===== config.mk =====
export PLATFORM = sky130hd
export DESIGN_NAME = mas_alu_sub_arbiter_flat
export DESIGN_NICKNAME = d
export VERILOG_FILES = /design/src/rtl/mas_alu_sub_arbiter_if.sv /design/src/rtl/mas_alu_sub_arbiter.sv /design/src/flat_wrapper.sv
export SDC_FILE = /design/constraint.sdc
export NUM_CORES = 1
export LEC_CHECK = 0
export CAP_MARGIN = 10
export CORE_AREA = 3 3 158 160
export CTS_BUF_LIST = sky130_fd_sc_hd__clkbuf_4 sky130_fd_sc_hd__clkbuf_8 sky130_fd_sc_hd__clkbuf_16
export CTS_CLUSTER_DIAMETER = 30
export DETAILED_ROUTE_END_ITERATION = 6
export DIE_AREA = 0 0 161 163
export HOLD_SLACK_MARGIN = 0.12
export SKIP_CTS_REPAIR_TIMING = 1
export SLEW_MARGIN = 10
export SYNTH_ARGS = -nofsm -noshare
export SYNTH_HDL_FRONTEND = slang
export SYNTH_SLANG_ARGS = --single-unit

===== constraint.sdc =====
create_clock -name clk -period 4.25 [get_ports clk]
set_clock_uncertainty 0.2 [all_clocks]
set_input_delay 0.6375 -clock clk [delete_from_list [all_inputs] [get_ports clk]]
set_output_delay 0.6375 -clock clk [all_outputs]
set_load 0.03 [all_outputs]

===== src/rtl/mas_alu_sub_arbiter_if.sv =====
// Requester-side bundle of the shared-subtractor arbiter: operand requests in,
// difference/borrow responses out, one valid/ready pair per requester.
interface mas_alu_sub_arbiter_if #(
  parameter int BLEN = 32,
  parameter int NREQ = 4
);
  logic [NREQ-1:0]      req_valid;
  logic [NREQ-1:0]      req_ready;
  logic [NREQ*BLEN-1:0] req_op1;
  logic [NREQ*BLEN-1:0] req_op2;
  logic [NREQ-1:0]      rsp_valid;
  logic [NREQ-1:0]      rsp_ready;
  logic [BLEN-1:0]      rsp_res;
  logic                 rsp_borrow;

  modport master (
    output req_valid, req_op1, req_op2, rsp_ready,
    input  req_ready, rsp_valid, rsp_res, rsp_borrow
  );

  modport slave (
    input  req_valid, req_op1, req_op2, rsp_ready,
    output req_ready, rsp_valid, rsp_res, rsp_borrow
  );
endinterface


===== src/rtl/mas_alu_sub_arbiter.sv =====
// Round-robin sequencer sharing one registered subtractor among NREQ requesters;
// one operation in flight, response returned to the granted requester.
module mas_alu_sub_arbiter #(
  parameter int BLEN = 32,
  parameter int NREQ = 4
) (
  input  logic                   clk,
  input  logic                   rst,
  mas_alu_sub_arbiter_if.slave   bus,
  output logic [BLEN-1:0]        sub_op1,
  output logic [BLEN-1:0]        sub_op2,
  input  logic                   sub_ready,
  input  logic [BLEN-1:0]        sub_res,
  output logic                   busy
);
  localparam int IDW = (NREQ > 1) ? $clog2(NREQ) : 1;

  typedef enum logic [1:0] {IDLE, ISSUE, CAPTURE, RESP} state_t;

  state_t          state;
  state_t          state_d;
  logic [IDW-1:0]  rr;
  logic [IDW-1:0]  gid;
  logic [IDW-1:0]  grant;
  logic [IDW-1:0]  cand;
  logic            found;
  logic            accept;
  logic            done;
  logic [BLEN-1:0] op1_sel;
  logic [BLEN-1:0] op2_sel;
  logic [BLEN-1:0] res_q;
  logic            borrow_q;

  function automatic logic borrow_of(input logic [BLEN-1:0] a, input logic [BLEN-1:0] b);
    return a < b;
  endfunction

  function automatic logic [IDW-1:0] next_ptr(input logic [IDW-1:0] g);
    return (int'(g) == NREQ - 1) ? '0 : g + IDW'(1);
  endfunction

  function automatic logic [NREQ-1:0] onehot(input logic [IDW-1:0] i);
    return NREQ'(1) << i;
  endfunction

  // Search from rr upward with wrap-around; first valid requester wins.
  always_comb begin
    found = 1'b0;
    grant = '0;
    cand  = '0;
    for (int k = 0; k < NREQ; k++) begin
      cand = IDW'((int'(rr) + k) % NREQ);
      if (!found && bus.req_valid[cand]) begin
        found = 1'b1;
        grant = cand;
      end
    end
  end

  assign op1_sel = bus.req_op1[int'(grant)*BLEN +: BLEN];
  assign op2_sel = bus.req_op2[int'(grant)*BLEN +: BLEN];
  assign accept  = (state == IDLE) && found && !rst;
  assign done    = (state == RESP) && bus.rsp_ready[gid];

  always_comb begin
    state_d       = state;
    bus.req_ready = '0;
    bus.rsp_valid = '0;
    busy          = 1'b1;
    unique case (state)
      IDLE: begin
        busy = 1'b0;
        if (accept) begin
          bus.req_ready = onehot(grant);
          state_d       = ISSUE;
        end
      end
      ISSUE:   state_d = CAPTURE;
      // The subtractor may still be in reset; hold operands until it answers.
      CAPTURE: if (sub_ready) state_d = RESP;
      RESP: begin
        bus.rsp_valid = onehot(gid);
        if (done) state_d = IDLE;
      end
      default: state_d = IDLE;
    endcase
  end

  always_ff @(posedge clk) begin
    if (rst) begin
      state <= IDLE;
      rr    <= '0;
      gid   <= '0;
    end else begin
      state <= state_d;
      if (accept) begin
        gid <= grant;
        rr  <= next_ptr(grant);
      end
    end
  end

  // Operands move only on accept; result only on CAPTURE->RESP.
  always_ff @(posedge clk) begin
    if (rst) begin
      sub_op1  <= '0;
      sub_op2  <= '0;
      res_q    <= '0;
      borrow_q <= 1'b0;
    end else begin
      if (accept) begin
        sub_op1  <= op1_sel;
        sub_op2  <= op2_sel;
        borrow_q <= borrow_of(op1_sel, op2_sel);
      end
      if (state == CAPTURE && sub_ready) res_q <= sub_res;
    end
  end

  assign bus.rsp_res    = res_q;
  assign bus.rsp_borrow = borrow_q;

  a_req_ready_onehot: assert property (@(posedge clk) disable iff (rst) $onehot0(bus.req_ready));
  a_rsp_valid_onehot: assert property (@(posedge clk) disable iff (rst) $onehot0(bus.rsp_valid));
endmodule


===== src/flat_wrapper.sv =====
// flat-port wrapper written by rule: the top's interface ports become plain ports
module mas_alu_sub_arbiter_flat 
#(
  parameter int BLEN = 32,
  parameter int NREQ = 4
)
  (clk, rst, sub_op1, sub_op2, sub_ready, sub_res, busy, bus_req_valid, bus_req_op1, bus_req_op2, bus_rsp_ready, bus_req_ready, bus_rsp_valid, bus_rsp_res, bus_rsp_borrow);
  mas_alu_sub_arbiter_if #(.BLEN(BLEN), .NREQ(NREQ)) bus_i ();
  input  logic clk;
  input  logic rst;
  output logic [BLEN-1:0] sub_op1;
  output logic [BLEN-1:0] sub_op2;
  input  logic sub_ready;
  input  logic [BLEN-1:0] sub_res;
  output logic busy;
  input wire logic [$bits(bus_i.req_valid)-1:0] bus_req_valid;
  input wire logic [$bits(bus_i.req_op1)-1:0] bus_req_op1;
  input wire logic [$bits(bus_i.req_op2)-1:0] bus_req_op2;
  input wire logic [$bits(bus_i.rsp_ready)-1:0] bus_rsp_ready;
  output wire logic [$bits(bus_i.req_ready)-1:0] bus_req_ready;
  output wire logic [$bits(bus_i.rsp_valid)-1:0] bus_rsp_valid;
  output wire logic [$bits(bus_i.rsp_res)-1:0] bus_rsp_res;
  output wire logic [$bits(bus_i.rsp_borrow)-1:0] bus_rsp_borrow;
  assign bus_i.req_valid = bus_req_valid;
  assign bus_i.req_op1 = bus_req_op1;
  assign bus_i.req_op2 = bus_req_op2;
  assign bus_i.rsp_ready = bus_rsp_ready;
  assign bus_req_ready = bus_i.req_ready;
  assign bus_rsp_valid = bus_i.rsp_valid;
  assign bus_rsp_res = bus_i.rsp_res;
  assign bus_rsp_borrow = bus_i.rsp_borrow;
  mas_alu_sub_arbiter #(.BLEN(BLEN), .NREQ(NREQ)) u_core (.clk(clk), .rst(rst), .bus(bus_i), .sub_op1(sub_op1), .sub_op2(sub_op2), .sub_ready(sub_ready), .sub_res(sub_res), .busy(busy));
endmodule

Word-level counts from Yosys, hierarchy flattened

Index checks and enable logic that the tools add are counted.

Flip-flop bits (word level): 103
Latch bits: 0
Bits in writable memories: 0
ROM bits: 0
Input port bits: 299
Output and inout bits: 106
Logic and storage cells: 68
Memories kept: 0

Add/subtract/negate cells: 4
$mul: 0
Divide/modulo/power cells: 0
Order comparisons: 6
Equality and inequality tests: 7
Shifts and indexed selects: 4
Multiplexer cells: 27
Bitwise gates (word level): 0
Reduce and logical (&&, ||, !) cells: 13

Operators by type and width:

| cell                                                        | count |
|---|---|
| indexed part select 128 x 8 -> 32 bit                       | 2 |
| less-than comparator 32 bit                                 | 1 |
| 2-to-1 mux 2 bit                                            | 8 |
| less-than comparator 2 x 3 -> 1 bit (second input constant) | 5 |
| 2-to-1 mux 4 bit                                            | 3 |
| binary-select mux 1 bit (select 2 bit)                      | 5 |
| 2-to-1 mux 1 bit                                            | 10 |
| case mux 2 bit (4 select lines)                             | 1 |
| << shifter 1 x 2 -> 4 bit (first input constant)            | 2 |
| logical AND 1 bit                                           | 7 |
| adder 2 x 1 -> 2 bit (second input constant)                | 2 |
| adder 2 bit (second input constant)                         | 2 |
| == test 2 x 1 -> 1 bit (second input constant)              | 2 |
| == test 2 bit (second input constant)                       | 2 |
| logical NOT 1 bit                                           | 4 |
| != test 2 x 1 -> 1 bit (second input constant)              | 2 |
| AND reduction 3 bit                                         | 1 |
| logical NOT 2 bit                                           | 1 |
| != test 2 bit (second input constant)                       | 1 |

Logic depth before layout (Yosys ltp)

Gate-level depths: netlist of the first run.

Word-level depth: 16
Mapped depth: 16
Mapped depth without buffers: 13

Worst setup path after synthesis of the first run

No wires, ideal clock.

Path kind: input port to flip-flop
Start: input port bus_req_valid[2]
End: register u_core.borrow_q (netlist: u_core.bus.rsp_borrow)
Setup time: 64 ps
Arrival: 3337 ps
Data required time: 3986 ps
Setup slack: 649 ps
Stages on the path: 15
Path buffers: 3
Cell sequence: nor2b_1 > nor3_1 > a31oi_1 > nor2_1 > buf_2 > buf_4 > buf_4 > mux2i_1 > ha_1 > a221oi_1 > o21ai_0 > a221o_1 > o211ai_1 > o211ai_1 > nor2_1

Longest elaborated chain between the ends: 14
Elaborated cells on any way between the ends: 27
Classes of those cells: 1 x order compare; 2 x shift; 16 x mux; 8 x reduce/logical

Ends and longest elaborated chain:

| element                                 | line                       | text |
|---|---|---|
| start: declaration                      | flat_wrapper.sv:16         | `input wire logic [$bits(bus_i.req_valid)-1:0] bus_req_valid;` |
| binary-select mux 1 bit (select 2 bit)  | mas_alu_sub_arbiter.sv:53  | `if (!found && bus.req_valid[cand]) begin` |
| 2-to-1 mux 1 bit (not written as such)  | mas_alu_sub_arbiter.sv:53  |  |
| 2-to-1 mux 1 bit                        | mas_alu_sub_arbiter.sv:53  |  |
| logical NOT 1 bit                       | mas_alu_sub_arbiter.sv:53  |  |
| logical AND 1 bit                       | mas_alu_sub_arbiter.sv:53  |  |
| 2-to-1 mux 1 bit                        | mas_alu_sub_arbiter.sv:53  |  |
| logical NOT 1 bit                       | mas_alu_sub_arbiter.sv:53  |  |
| logical AND 1 bit                       | mas_alu_sub_arbiter.sv:53  |  |
| 2-to-1 mux 1 bit                        | mas_alu_sub_arbiter.sv:53  |  |
| logical NOT 1 bit                       | mas_alu_sub_arbiter.sv:53  |  |
| logical AND 1 bit                       | mas_alu_sub_arbiter.sv:53  |  |
| 2-to-1 mux 2 bit *                      | mas_alu_sub_arbiter.sv:53  |  |
| indexed part select 128 x 8 -> 32 bit * | mas_alu_sub_arbiter.sv:60  | `assign op1_sel = bus.req_op1[int'(grant)*BLEN +: BLEN];` |
| via u_core.op1_sel[19]                  | mas_alu_sub_arbiter.sv:29  | `logic [BLEN-1:0] op1_sel;` |
| less-than comparator 32 bit *           | mas_alu_sub_arbiter.sv:35  | `return a < b;` |
| end signal: assignment                  | mas_alu_sub_arbiter.sv:114 | `borrow_q <= borrow_of(op1_sel, op2_sel);` |
| end: declaration                        | mas_alu_sub_arbiter.sv:32  | `logic borrow_q;` |

The timed path passes the listed nets; every way through them passes the cells marked *. The select of a mux whose other input is x is not followed.
A chain may end at the register's enable or synchronous reset.

Final worst setup path of the first run

Start: input port bus_req_valid[1]
End: output port bus_req_ready[0]

Longest elaborated chain between the ends: 16
Elaborated cells on any way between the ends: 27
Classes of those cells: 1 x shift; 18 x mux; 8 x reduce/logical

Ends and longest elaborated chain:

| element                                | line                      | text |
|---|---|---|
| binary-select mux 1 bit (select 2 bit) | mas_alu_sub_arbiter.sv:53 |  |
| 2-to-1 mux 1 bit (not written as such) | mas_alu_sub_arbiter.sv:53 |  |
| 2-to-1 mux 1 bit                       | mas_alu_sub_arbiter.sv:53 |  |
| logical NOT 1 bit                      | mas_alu_sub_arbiter.sv:53 |  |
| logical AND 1 bit                      | mas_alu_sub_arbiter.sv:53 |  |
| 2-to-1 mux 1 bit                       | mas_alu_sub_arbiter.sv:53 |  |
| logical NOT 1 bit                      | mas_alu_sub_arbiter.sv:53 |  |
| logical AND 1 bit                      | mas_alu_sub_arbiter.sv:53 |  |
| 2-to-1 mux 1 bit                       | mas_alu_sub_arbiter.sv:53 |  |
| logical NOT 1 bit                      | mas_alu_sub_arbiter.sv:53 |  |
| logical AND 1 bit                      | mas_alu_sub_arbiter.sv:53 |  |
| 2-to-1 mux 1 bit                       | mas_alu_sub_arbiter.sv:53 |  |
| logical AND 1 bit (2 in series)        | mas_alu_sub_arbiter.sv:62 | `assign accept = (state == IDLE) && found && !rst;` |
| 2-to-1 mux 4 bit *                     | mas_alu_sub_arbiter.sv:73 | `if (accept) begin` |
| 2-to-1 mux 4 bit *                     | mas_alu_sub_arbiter.sv:70 | `unique case (state)` |
| end: declaration                       | flat_wrapper.sv:20        | `output wire logic [$bits(bus_i.req_ready)-1:0] bus_req_ready;` |

Mark *: on every way between the ends. The rest lies on a longest branch, timed or not. The select of a mux whose other input is x is not followed.

==> metrics.txt, run 1 <==
run status completed; largest net degree at the start of global routing 66; Placement Rows 56; final antenna diode count 0; fmax 249 MHz; Yosys cell types 38; I/O Pins 405; Hold Crit Class flip-flop to flip-flop; antenna violations before repair 0; Logic pwr share 67.4%; H-tree Lvls 3; GRT Overall Usage 19.4%; DR DRC count 0; DR WL/cell 17.9 um; Fin. Hold Viols 0; drt total wl 26.7 mm; biggest cell delay along the critical path 0.68 ns; nets 1,508; slowest CP cell clkdlybuf4s50_1; Setup CP Type primary input to output pin; Post-Route M1 WL 11.2 mm; die span in x 161 um; max_cap viols 0; Final setup violation count 0; Vias/cell 4.59; Met2 Wirelength 13.4 mm; period utilization 94.4%; cell mode on critical path clkdlybuf4s50_1; Crit path arrival time 3.17 ns; Seq/Total Area, Yosys 30.9%; Critical Path End Type output pin; Syn Std Cell Area 6670 um2; Max clock buf depth 2; final worst setup slack 0.240 ns; Worst-path clk slew 0.07 ns; Root Driver clkbuf_16; post-synth net total 1,122; slew margin rel. 23.4%; register share of total power 20.9%; cts bufs inserted 9; Top Metal Used met4; layout cell share with drive strength beyond 1 7.14%; RSZ-0062 raised after global routing false; Yosys reg bits 103; grt ovf 0; Tmin final 4.01 ns; DP HPWL 21.5 mm; Worst VDD drop 0.284 mV; Iter 0 DRT Violations 281; CTS sink count 103; Req. time, crit path 3.41 ns; Post-Syn Instances 785; P_sw 3.11 mW; Avg Cell Area, Syn 8.50 um2; die area 26,200 um2; Area Overhead vs Synth 71.4%; wire length on met3 1.68 mm; Internal Dissipation 3.79 mW; vias in the first global route 6,799; peak fanout along the critical path 29; design area 11,400 um2; max-slew violations 0; clk_lat worst skew 0.34 ns; Switching Share 45.1%; Vias 6,858; Area after DPL 11,100 um2; chip height 163 um; Pwr Density 603 nW/um2; Static Leak 4.43 nW; CTS tree yes; Startpoint Class primary input; drt pass-1 iters 5; Slew @ Worst Pin 1.15 ns; global-route wire length before repair 39.9 mm; CP cell instances clkdlybuf4s50_1, nand2b_1, a21oi_1, o32a_2, buf_12, buf_4, inv_1, ha_1, and2_1, clkdlybuf4s50_1; pre-CTS setup slack -0.0804 ns; Port Buffers 404; Clock power frac 11.7%; Ys Warns 0; core area 23,500 um2; Routed Antenna Nets 0; Starting Density 28.3%; Placer Congestion 0.832
placed cells by master (no fill, tap or decap), types with 2 or more instances in the layout:
cell type / Yosys / routed
and2_1: 5 / 4
ha_1: 38 / 38
o21ai_0: 8 / 8
clkdlybuf4s50_1: 0 / 402
mux2_2: 32 / 32
nor2_1: 48 / 47
nor3_1: 4 / 4
a211oi_1: 2 / 2
nor2b_1: 5 / 5
a21oi_1: 75 / 74
o211ai_1: 2 / 2
o21a_1: 32 / 32
nand2b_1: 4 / 4
dfxtp_1: 103 / 103
nand4_1: 3 / 3
clkinv_4: 0 / 3
inv_1: 7 / 7
buf_4: 6 / 23
mux2i_1: 161 / 161
a21o_1: 6 / 5
clkbuf_16: 0 / 9
buf_12: 0 / 6
nand3_1: 5 / 5
nor4_1: 2 / 2
nand2_1: 171 / 171
clkbuf_4: 0 / 2
nor3b_1: 2 / 2
a221oi_1: 3 / 3
worst max-delay path, delay by kind of cell:
| family | cells | cell delay (ns) |
|---|---|---|
| and+or+nand+nor | 2 | 0.26 |
| AOI/OAI and AO/OA | 2 | 0.47 |
| buffers and inverters | 5 | 1.63 |
| adders and majority gates | 1 | 0.15 |
routing by layer:
| metal | vias to the layer above | GRT usage, % |
|---|---|---|
| met5 | - | 0 |
| met4 | 0 | 4.61 |
| met3 | 24 | 4.65 |
| met2 | 210 | 34.5 |
| met1 | 3119 | 23.7 |
| li1 | 3505 | - |
through the flow:
stage               hold slack (ns)  instances  power (mW)  utilization [%]  setup TNS [ns]
finish                        0.254       1495        6.89             48.6               0
global route                  0.272       1495        7.42             48.6               0
CTS                           0.256       1495        7.00             48.6               0
detailed placement            0.246       1479        6.15             47.4         -0.0804
global placement              0.241       1479        6.11             47.4         -0.0218
floorplan                     0.263        785        4.42                -               0
cell type report:
type | count | area (um2)
Timing Repair Buffer | 431 | 4320
Inverter | 7 | 26.3
Tap cell | 319 | 399
Multi-Input combinational cell | 619 | 4350
Clock inverter | 5 | 42.5
Sequential cell | 103 | 2060
Fill cell | 2305 | 12100
Clock buffer | 11 | 240
power by group through the flow:
stage	combinational (mW)	sequential (mW)	clock [mW]
after detailed placement	4.69	1.47	0
after global placement	4.66	1.46	0
after CTS	4.71	1.45	0.838
final	4.65	1.44	0.805
after global routing	5.06	1.49	0.875
after floorplan	2.42	2.00	0
synth_stat cells:
| cell | instances | share of area (%) |
|---|---|---|
| nand3_1 | 5 | 0.38 |
| clkbuf_1 | 33 | 1.9 |
| nand2_1 | 171 | 9.6 |
| nor3_1 | 4 | 0.30 |
| nor2b_1 | 5 | 0.47 |
| o21ai_0 | 8 | 0.60 |
| nor4_1 | 2 | 0.19 |
| nand2b_1 | 4 | 0.38 |
| and2_1 | 5 | 0.47 |
| and3_1 | 1 | 0.094 |
| mux4_2 | 1 | 0.34 |
| dfxtp_1 | 103 | 31 |
| inv_1 | 7 | 0.39 |
| a211oi_1 | 2 | 0.23 |
| nand4_1 | 3 | 0.28 |
| buf_2 | 12 | 0.90 |
| buf_6 | 2 | 0.34 |
| nor3b_1 | 2 | 0.23 |
| mux2i_1 | 161 | 24 |
| a22oi_1 | 1 | 0.11 |
| a221o_1 | 1 | 0.15 |
| a311oi_1 | 1 | 0.13 |
| nor2_1 | 48 | 2.7 |
| a21o_1 | 6 | 0.68 |
| o21a_1 | 32 | 3.6 |
| o211ai_1 | 2 | 0.23 |
| mux2_2 | 32 | 5.4 |
| a31oi_1 | 1 | 0.094 |
| o32a_1 | 1 | 0.15 |
| and3b_1 | 1 | 0.13 |
| a21oi_1 | 75 | 5.6 |
| a221oi_1 | 3 | 0.39 |
| buf_4 | 6 | 0.68 |
| a211o_1 | 1 | 0.13 |
| o221ai_1 | 1 | 0.13 |
| ha_1 | 38 | 7.1 |
| buf_1 | 3 | 0.17 |
| a2111oi_2 | 1 | 0.23 |
final timing paths:
path,from,endpoint,slack [ns],cells past startpoint
worst max-delay path,bus_req_valid[1],bus_req_ready[0],0.24,10
worst min-delay path,u_core.sub_op1[28],u_core.sub_op1[28],0.25,2
worst max register to register,u_core.rr[0],u_core.bus.rsp_borrow,0.76,13
worst min register to register,u_core.sub_op1[28],u_core.sub_op1[28],0.25,2
flip-flops by register name, indices dropped and copies added, names as in the netlist:
name and cells:
u_core.bus.rsp_res 32, u_core.state 2, u_core.rr 2, u_core.bus.rsp_borrow 1
u_core.gid 2, u_core.sub_op2 32, u_core.sub_op1 32
cell families after synthesis:
group / after synthesis / share of synthesized area [%]
simple gates: 251 / 15.2
compound gates: 136 / 12.5
buf+inv: 63 / 4.33
fa+ha+maj: 38 / 7.13
mux: 194 / 29.9
flops: 103 / 30.9
No activity file was read; power rests on OpenSTA's default activity.
==> run 2, diff against run 1 <==
Settings changed: ABC_AREA set to 1, CORE_AREA 3 3 158 160 to 3 3 156 158, DIE_AREA 0 0 161 163 to 0 0 159 161.
==> run 2 against run 1 <==
Against the previous run: first-iteration DRC count up 42%; die area down 2.5%; sequential cell count unchanged; highest routed layer is now met5.
==> metrics.txt, run 2 <==
nets 1,633 (+8.3%); top_reg_cell synth dfxtp_1; Min Hold Slack 0.260 ns (+0.00593 ns); Yosys cell types 31 (-18%); global-route wire length before repair 45.0 mm (+13%); Clock power frac 8.7% (-3.0 points); Hold Crit Class flip-flop to flip-flop; register share of total power 15.3% (-5.6 points); commonest non-fill, non-tap cells in the layout clkdlybuf4s50_1, nand2_1, nor2_1; GRT Overall Usage 22.4% (+3.0 points); Yosys reg bits 103 (unchanged); Area Overhead vs Synth 74.7%; most common cell in the netlist nand2_1; peak fanout along the critical path 45 (+55%); Logic pwr share 75.9% (+8.5 points); die span in x 159 um (-1.2%); Startpoint Class primary input; Placer Congestion 0.918 (+10%); Switching Share 52.2% (+7.2 points); Starting Density 27.2% (-1.2 points); antenna violations before repair 4 (+4); cts bufs inserted 9 (unchanged); biggest cell delay along the critical path 0.42 ns (-0.26 ns); DR WL/cell 18.6 um (+4.4%); clk_lat worst skew 0.35 ns (about the same); final antenna diode count 0 (unchanged); Seq/Total Area, Yosys 32.6% (+1.7 points); Placement Rows 56 (unchanged); Setup CP Type primary input to flip-flop; DP HPWL 24.0 mm (+12%); EDFF count, synth 0 (unchanged); Syn Std Cell Area 6320 um2 (-5.3%); DR DRC count 0 (unchanged); drt total wl 30.2 mm (+13%); P_sw 5.00 mW (+61%); post-synth top area share 32.6% (+1.7 points); fillers 2,409 (+4.5%); Tmin final 3.84 ns (-0.174 ns); I/O Pins 405 (unchanged); vias in the first global route 7,845 (+15%); Final setup violation count 0 (unchanged); chip height 161 um (-1.2%); drt pass-1 iters 5 (unchanged); largest net degree at the start of global routing 58 (-12%); Slew @ Worst Pin 1.00 ns (-0.143 ns); Req. time, crit path 4.30 ns (+0.89 ns); top post-synthesis cells by count nand2_1, nor2_1, dfxtp_1; asr flop ratio synth 0% (unchanged); cell mode on critical path nand2_1; period utilization 90.3% (-4.1 points); Worst VDD drop 0.410 mV (+44%); fmax 261 MHz (+4.5%); Fin. Hold Viols 0 (unchanged); commonest non-fill, non-tap cell in the layout clkdlybuf4s50_1; CTS sink count 103 (unchanged); Critical Path End Type flip-flop; max-slew violations 0 (unchanged); Max clock buf depth 2 (unchanged); H-tree Lvls 3 (unchanged); Internal Dissipation 4.57 mW (+21%); Vias/cell 4.91 (+7.0%); cell family with most CP delay simple AND/OR/NAND/NOR gates; design area 11,000 um2 (-3.4%); Port Buffers 404 (unchanged); WP buf/inv 5 (unchanged); RSZ-0062 raised after global routing false; run status completed; layout cell share with drive strength beyond 1 4.53% (-2.6 points); Area after DPL 10,700 um2 (-3.6%); Routed Antenna Nets 0 (unchanged); CTS tree yes; final setup TNS 0 ns (unchanged); Synth area leader dfxtp_1; Synth area leaders dfxtp_1, nand2_1, o21ai_0; die area 25,600 um2 (-2.5%); slowest CP cell clkdlybuf4s50_1; CP cell instances clkdlybuf4s50_1, inv_1, nand2_1, nand3_1, nand2_1, nor2_4, nand3_4, nand3_4, buf_12, buf_4, nand2_1, a32o_1, ha_1, nand2_1, inv_1, nand4_1, nor4_1, nand2_1, nand2_1, nand2_1; core area 23,300 um2 (-1.2%); grt ovf 0 (unchanged); Avg Cell Area, Syn 6.87 um2 (-19%); Ys Warns 0 (unchanged); Static Leak 4.44 nW (+0.29%); max_cap viols 0 (unchanged); slew margin rel. 33.1% (+9.7 points); Post-Syn Instances 920 (+17%); Vias 7,955 (+16%); Worst-path clk slew 0.08 ns (about the same); Iter 0 DRT Violations 398 (+42%); Crit path arrival time 3.89 ns (+0.72 ns); post-synth net total 1,257 (+12%); Pwr Density 867 nW/um2 (+44%); Root Driver clkbuf_16
==> run 2: changes by cell type after synthesis, sizes merged, moves of 23 or more <==
| cell | delta |
|---|---|
| a21oi | -23 |
| mux2i | -161 |
| nor2 | +85 |
| a22o | +27 |
| o22ai | +25 |
| mux2 | -32 |
| inv | +38 |
| o21a | -32 |
| nand2 | +58 |
| o21ai | +113 |
| a32o | +31 |
==> run 2: cell families after synthesis <==
logic type      Yosys count  share of synthesized area [%]
fa+ha+maj                38                           7.53
compound gates          274                           27.2
buf+inv                 110                           7.88
simple gates            395                           24.7
flops                   103                           32.6
==> run 2: per-stage QoR <==
step | total power, mW | instances | worst slack [ns] | utilization, %
5_1_grt | 10.5 | 1620 | 0.0322 | 47.5
3_3_place_gp | 8.75 | 1604 | 0.164 | 46.2
4_1_cts | 9.68 | 1620 | 0.443 | 47.5
6_report | 9.57 | 1620 | 0.414 | 47.5
2_1_floorplan | 6.24 | 920 | 0.974 | -
3_5_place_dp | 8.80 | 1604 | 0.0770 | 46.2
==> run 2: cell type report <==
cell class              count  area (um2)  share of cell area, %
flip-flops and latches    103        2060                   18.7
multi-input cells         707        3780                   34.3
clock buffers               9         225                   2.04
well taps                 319         399                   3.62
clock inverters             7        67.6                  0.612
inverters                  45         171                   1.55
repair buffers            430        4330                   39.2
==> run 2: worst register-to-register path: stages (launching register included) <==
cell and delay (ns):
dfxtp_1 0.55, inv_2 0.18, nand2_1 0.11, nand2_2 0.08, nand2_1 0.08, nand2_1 0.09
nor2_4 0.15, nand3_4 0.13, nand3_4 0.13, buf_12 0.23, buf_4 0.31, nand2_1 0.08
a32o_1 0.30, ha_1 0.30, nand2_1 0.06, inv_1 0.06, nand4_1 0.13, nor4_1 0.31
nand2_1 0.10, nand2_1 0.07, nand2_1 0.05
==> run 2: worst paths after layout <==
| check | startpoint | endpoint | slack [ns] | cells past startpoint |
|---|---|---|---|---|
| worst min-delay path | u_core.sub_op2[29] | u_core.sub_op2[29] | 0.26 | 2 |
| worst max register to register | u_core.rr[0] | u_core.bus.rsp_borrow | 0.45 | 20 |
| worst min register to register | u_core.sub_op2[29] | u_core.sub_op2[29] | 0.26 | 2 |
| worst max-delay path | bus_req_valid[1] | u_core.bus.rsp_borrow | 0.41 | 20 |
==> run 2: power by group through the flow <==
stage               logic (mW)  clock network (mW)  registers, mW
finish                    7.27               0.835           1.47
global placement          7.27                   0           1.48
floorplan                 4.27                   0           1.97
detailed placement        7.31                   0           1.48
CTS                       7.35               0.864           1.47
global route              8.10               0.898           1.50
==> run 2: routing by layer <==
layer / track usage (%) / up-vias / share of wire [%]
met4: 6.45 / 8 / 2.3
li1: - / 3913 / -
met5: 0 / - / 0.15
met1: 25.3 / 3664 / 39
met3: 8.10 / 40 / 8.8
met2: 40.0 / 330 / 49
==> run 3, diff against run 2 <==
Settings changed: CAP_MARGIN 10 to 20.
==> results of run 3 <==
Same layout as run 2: the final DEF is identical, and so are final timing and power.
